### src/rtl/mul_div_pkg.sv
// rtl/mul_div_pkg.sv - shared types and constants for the integer mul/div unit
package mul_div_pkg;

  typedef enum logic [1:0] {
    DIV  = 2'b00,
    DIVU = 2'b01,
    REM  = 2'b10,
    REMU = 2'b11
  } div_op_t;

  typedef enum logic [1:0] {
    IDLE = 2'b00,
    BUSY = 2'b01,
    DONE = 2'b10
  } div_state_t;

  localparam logic [31:0] DIV_BY_ZERO_Q = '1;
  localparam logic [31:0] SIGNED_MIN    = 32'h8000_0000;

endpackage

### src/rtl/div_sign_fixup.sv
// rtl/div_sign_fixup.sv - conditional two's-complement negate
module div_sign_fixup #(
  parameter int WIDTH = 32
) (
  input  logic [WIDTH-1:0] val_i,
  input  logic             neg_i,
  output logic [WIDTH-1:0] val_o
);

  assign val_o = neg_i ? (~val_i + {{(WIDTH-1){1'b0}}, 1'b1}) : val_i;

endmodule

### src/rtl/divider_iter.sv
// rtl/divider_iter.sv - iterative radix-2 restoring divider for DIV/DIVU/REM/REMU
module divider_iter
  import mul_div_pkg::*;
#(
  parameter int WIDTH = 32,
  parameter int TAG_W = 5
) (
  input  logic             clk,
  input  logic             rst,
  input  logic             flush,
  input  logic             in_valid,
  output logic             in_ready,
  input  logic [1:0]       in_op,
  input  logic [WIDTH-1:0] in_a,
  input  logic [WIDTH-1:0] in_b,
  input  logic [TAG_W-1:0] in_tag,
  output logic             out_valid,
  input  logic             out_ready,
  output logic [WIDTH-1:0] out_result,
  output logic [TAG_W-1:0] out_tag
);

  localparam int CNT_W = $clog2(WIDTH);

  div_state_t       state_q, state_d;
  div_op_t          op_q, op_d;
  logic [CNT_W-1:0] cnt_q, cnt_d;
  logic [WIDTH-1:0] quo_q, quo_d, rem_q, rem_d, dvs_q, dvs_d;
  logic [WIDTH-1:0] result_q, result_d;
  logic [TAG_W-1:0] tag_q, tag_d;
  logic             qsign_q, qsign_d, rsign_q, rsign_d;

  logic             in_signed;
  logic [WIDTH-1:0] abs_a, abs_b;
  logic [WIDTH:0]   r_wide, diff;
  logic             ge;
  logic [WIDTH-1:0] step_rem, step_quo, fix_sel, fixed;
  logic             fix_neg;

  assign in_signed = ~in_op[0];

  div_sign_fixup #(.WIDTH(WIDTH)) u_abs_a (
    .val_i(in_a), .neg_i(in_signed & in_a[WIDTH-1]), .val_o(abs_a));
  div_sign_fixup #(.WIDTH(WIDTH)) u_abs_b (
    .val_i(in_b), .neg_i(in_signed & in_b[WIDTH-1]), .val_o(abs_b));

  // The bit shifted out of rem_q still counts: with it set, R exceeds any divisor.
  assign r_wide   = {rem_q, quo_q[WIDTH-1]};
  assign diff     = r_wide - {1'b0, dvs_q};
  assign ge       = rem_q[WIDTH-1] | ~diff[WIDTH];
  assign step_rem = ge ? diff[WIDTH-1:0] : r_wide[WIDTH-1:0];
  assign step_quo = {quo_q[WIDTH-2:0], ge};

  assign fix_sel = op_q[1] ? step_rem : step_quo;
  assign fix_neg = ~op_q[0] & (op_q[1] ? rsign_q : qsign_q);

  div_sign_fixup #(.WIDTH(WIDTH)) u_fix_res (
    .val_i(fix_sel), .neg_i(fix_neg), .val_o(fixed));

  assign in_ready   = (state_q == IDLE);
  assign out_valid  = (state_q == DONE);
  assign out_result = result_q;
  assign out_tag    = tag_q;

  always_comb begin
    state_d  = state_q;
    op_d     = op_q;
    cnt_d    = cnt_q;
    quo_d    = quo_q;
    rem_d    = rem_q;
    dvs_d    = dvs_q;
    result_d = result_q;
    tag_d    = tag_q;
    qsign_d  = qsign_q;
    rsign_d  = rsign_q;
    unique case (state_q)
      IDLE: begin
        if (in_valid) begin
          op_d    = div_op_t'(in_op);
          tag_d   = in_tag;
          qsign_d = in_a[WIDTH-1] ^ in_b[WIDTH-1];
          rsign_d = in_a[WIDTH-1];
          if (in_b == '0) begin
            result_d = in_op[1] ? in_a : DIV_BY_ZERO_Q;
            state_d  = DONE;
          end else if (in_signed && in_a == SIGNED_MIN && in_b == '1) begin
            result_d = in_op[1] ? '0 : SIGNED_MIN;
            state_d  = DONE;
          end else begin
            quo_d   = abs_a;
            rem_d   = '0;
            dvs_d   = abs_b;
            cnt_d   = CNT_W'(WIDTH - 1);
            state_d = BUSY;
          end
        end
      end
      BUSY: begin
        quo_d = step_quo;
        rem_d = step_rem;
        cnt_d = cnt_q - CNT_W'(1);
        if (cnt_q == '0) begin
          result_d = fixed;
          state_d  = DONE;
        end
      end
      DONE: begin
        if (out_ready) state_d = IDLE;
      end
      default: state_d = IDLE;
    endcase
    if (flush) state_d = IDLE;
  end

  always_ff @(posedge clk or posedge rst) begin
    if (rst) begin
      state_q  <= IDLE;
      op_q     <= DIV;
      cnt_q    <= '0;
      quo_q    <= '0;
      rem_q    <= '0;
      dvs_q    <= '0;
      result_q <= '0;
      tag_q    <= '0;
      qsign_q  <= 1'b0;
      rsign_q  <= 1'b0;
    end else begin
      state_q  <= state_d;
      op_q     <= op_d;
      cnt_q    <= cnt_d;
      quo_q    <= quo_d;
      rem_q    <= rem_d;
      dvs_q    <= dvs_d;
      result_q <= result_d;
      tag_q    <= tag_d;
      qsign_q  <= qsign_d;
      rsign_q  <= rsign_d;
    end
  end

endmodule

### config.mk
export PLATFORM = sky130hd
export DESIGN_NAME = divider_iter
export DESIGN_NICKNAME = d
export VERILOG_FILES = /design/src/rtl/mul_div_pkg.sv /design/src/rtl/div_sign_fixup.sv /design/src/rtl/divider_iter.sv
export SDC_FILE = /design/constraint.sdc
export NUM_CORES = 1
export LEC_CHECK = 0
export BUFFER_PORTS_ARGS = -buffer_cell sky130_fd_sc_hd__buf_4
export CORE_MARGIN = 4
export CORE_UTILIZATION = 56
export DETAILED_ROUTE_END_ITERATION = 16
export PLACE_DENSITY = 0.74
export SYNTH_ARGS = -nofsm -noshare
export SYNTH_HDL_FRONTEND = slang
export SYNTH_SLANG_ARGS = --single-unit
### constraint.sdc
create_clock -name clk -period 8.91 [get_ports clk]
set_input_delay 0.4455 -clock clk [delete_from_list [all_inputs] [get_ports clk]]
set_output_delay 0.4455 -clock clk [all_outputs]
set_load 0.005 [all_outputs]
==> impl_metrics.toml <==
[status]
status = "complete, no violations"

[setup_path]
cp-end-kind = "flip-flop"
cp-start-kind = "flip-flop"
r2r_start = "rem_q[28]$_DFFE_PP0P_"
critPathKind = "reg -> reg"
critPathArrivalTime_ns = 6.07
cp-startpoint = "rem_q[28]$_DFFE_PP0P_"
path_max_fanout = 18
cp.required_ns = 9.27

[synth]
synth.distinct_cells = 95
synthCells = 1487
ys.flop_type = "dfrtp_1"
ys_seq_area_share_pct = 31.1
syn_area_um2 = 11600
synth_area_leaders = "dfrtp_1, a21oi_1, o21ai_0, nand2_1, nor2_1"
ys_async_sr_fraction_pct = 100
ys_warn_count = 0
synth_edf_count = 0
synth_fp_nets = 1602
yosys_register_bits = 144
synth_top_area_cell = "dfrtp_1"
syn_area_per_cell_um2 = 7.79
yosysTopAreaCellShare_pct = 31.1

[power_and_ir_drop]
swShare_pct = 46.3
seq_power_share_pct = 26.0
power_switching_mw = 1.56
irDropWorstVdd_mv = 0.156
power_frac_clock_pct = 21.2
intPower_mw = 1.81
p_comb_share_pct = 52.8
leakagePower_nw = 5.51
total_power_mw = 3.37
powerDensity_nw_per_um2 = 257

[clock_network]
cts_buffer_depth = 2
post_cts_resized = 0
cts-root-buf = "clkbuf_16"
cts_sinks = 144
cts_setup_buffers = 0
htree_num_levels = 4
path_clk_slew_ns = 0.07
hold_buffers = 0
cts_buffers = 17
clock_latency_ns = 0.44
cts_tree = "yes"

[timing]
whs_ns = 0.163
hold_viol = 0
min_period_ns = 5.71
slew_violations = 0
setup_slack_ns = 3.20
setup_viol = 0
rsz0062_at_grt = "no"
tightest_slew_ns = 1.06
timing.final.crit_share_pct = 64.1
tns_ns = 0
fmax_mhz = 175
max_slew_margin_pct = 29.4
fin_skew_ns = 0.0120

[placed_design]
dp_slack_ns = 3.35
dp_hpwl_um = 27900
dpl_cell_area_um2 = 12500
port_buffers = 114
dp.cells = 1794
gp_congestion = 0.979

[detailed_routing]
antenna_left = 0
wire_per_inst_um = 20.5
drc_errors = 0
drt-initial-drc-count = 1039
viasPerCell = 6.30
vias = 11500
dr.pass1.iters = 5
finalWirelength_um = 37300

[final_layout]
antenna_cells = 0
drive_gt1_share_pct = 13.4
final_area_um2 = 13100
fill_cells = 1858
num-nets-final = 1658
fin_util_pct = 64.5
final_cells = 1826
synthToLayoutAreaGrowth_pct = 13.1

[min_path]
min_from = "flush"
hold_path_class = "in -> reg"

[die]
coreArea_um2 = 20300
initial_core_util_pct = 57.1
num_rows = 52
io-pin-count = 115
die_h_um = 152
die_w_um = 152
die_area_um2 = 23000

[global_route]
overflow = 0
grt_max_degree = 92
grt_pass1_wl_um = 59100
grt_pass1_vias = 11000
grt_use_total_pct = 31.5
antenna_found_initial = 1

[job]
drv_cap = 0
## layout by cell type (no fill, tap or decap), types with 9 or more instances in the layout
cell type	count
a31oi_1	31
ha_1	38
a22o_1	9
nor2b_1	12
o31ai_1	12
xnor2_1	53
nand2b_1	20
nand2_1	185
a21o_1	20
nand4_1	17
nor3_1	28
o21ai_0	150
a21oi_1	150
o211ai_1	17
nand3_1	21
or3_1	17
and2_1	11
nor4_1	22
dfrtp_1	143
and3_1	14
xor2_1	48
a211oi_1	12
mux2i_1	14
inv_1	52
clkbuf_16	17
nor2_1	149
buf_4	128
## registers in the layout (all words and copies together), names as in the netlist, 2 cells and up
name,count
op_q,2
quo_q,32
state_q,2
rem_q,32
out_tag,5
out_result,32
cnt_q,5
dvs_q,32
## cells in the mapped netlist, drive strengths merged, types with 4 or more instances
master	n
a211oi	15
a21boi	7
a21o	21
a21oi	151
a22o	9
a311oi	4
a31oi	34
a41oi	5
and2	12
and3	15
and4	7
buf	21
clkbuf	70
dfrtp	144
ha	38
inv	53
mux2i	14
nand2	186
nand2b	20
nand3	21
nand4	19
nor2	151
nor2b	13
nor3	29
nor4	23
o211ai	19
o21a	8
o21ai	155
o221ai	8
o311ai	4
o31a	5
o31ai	13
o41ai	4
or2	7
or3	17
or4	10
or4b	4
xnor2	53
xor2	48
## power by group through the flow
stage	combinational, mW	sequential (mW)	clock (mW)
global placement	1.72	0.881	0
global route	1.94	0.887	0.751
detailed placement	1.74	0.882	0
floorplan	1.32	0.840	0
CTS	1.75	0.873	0.722
finish	1.78	0.876	0.714
## cells by family after synthesis
group / synth area share [%]
fa+ha+maj: 4.28
mux: 1.50
xor+xnor: 7.64
flops: 31.1
simple gates: 22.8
buf+inv: 5.17
compound gates: 27.5
## cell type report
class	count	area (um2)	share of cell area [%]
clock buffers	18	439	3.35
clock inverters	14	135	1.03
inverters	54	208	1.59
multi-input cells	1198	7410	56.6
flip-flops and latches	144	3600	27.5
well taps	270	338	2.58
repair buffers	128	961	7.34
## worst max-delay path, cell delays in order (launching register included)
cell      delay, ns
dfrtp_1        0.41
ha_1           0.39
a21o_1         0.25
a21o_1         0.20
a211oi_2       0.53
o21a_1         0.47
nand3_1        0.59
buf_4          0.45
mux2i_1        0.28
ha_1           0.25
inv_1          0.06
or4b_4         0.59
nor4_4         0.53
a21oi_1        0.17
xnor2_1        0.17
nand2_1        0.07
a31oi_1        0.19
## routing by layer
metal,global-route usage (%),up-vias,wire length [um]
li1,-,5476,-
met1,42.4,5485,15700
met2,50.0,440,17500
met3,5.40,103,2580
met4,14.0,2,1600
met5,0,-,16
## path summary, 6_finish.rpt
path | to | slack, ns | cells past startpoint
min in group asynchronous | rem_q[7]$_DFFE_PP0P_ | 0.20 | 2
worst min register to register | out_tag[2]$_DFFE_PP0P_ | 0.48 | 2
worst max register to register | out_result[16]$_DFFE_PP0P_ | 3.20 | 16
max in group asynchronous | op_q[1]$_DFFE_PP0P_ | 7.37 | 3
worst max-delay path | out_result[16]$_DFFE_PP0P_ | 3.20 | 16
worst min-delay path | state_q[0]$_DFFE_PP0P_ | 0.16 | 2
Note: power is estimated with default switching activity, not from simulation.
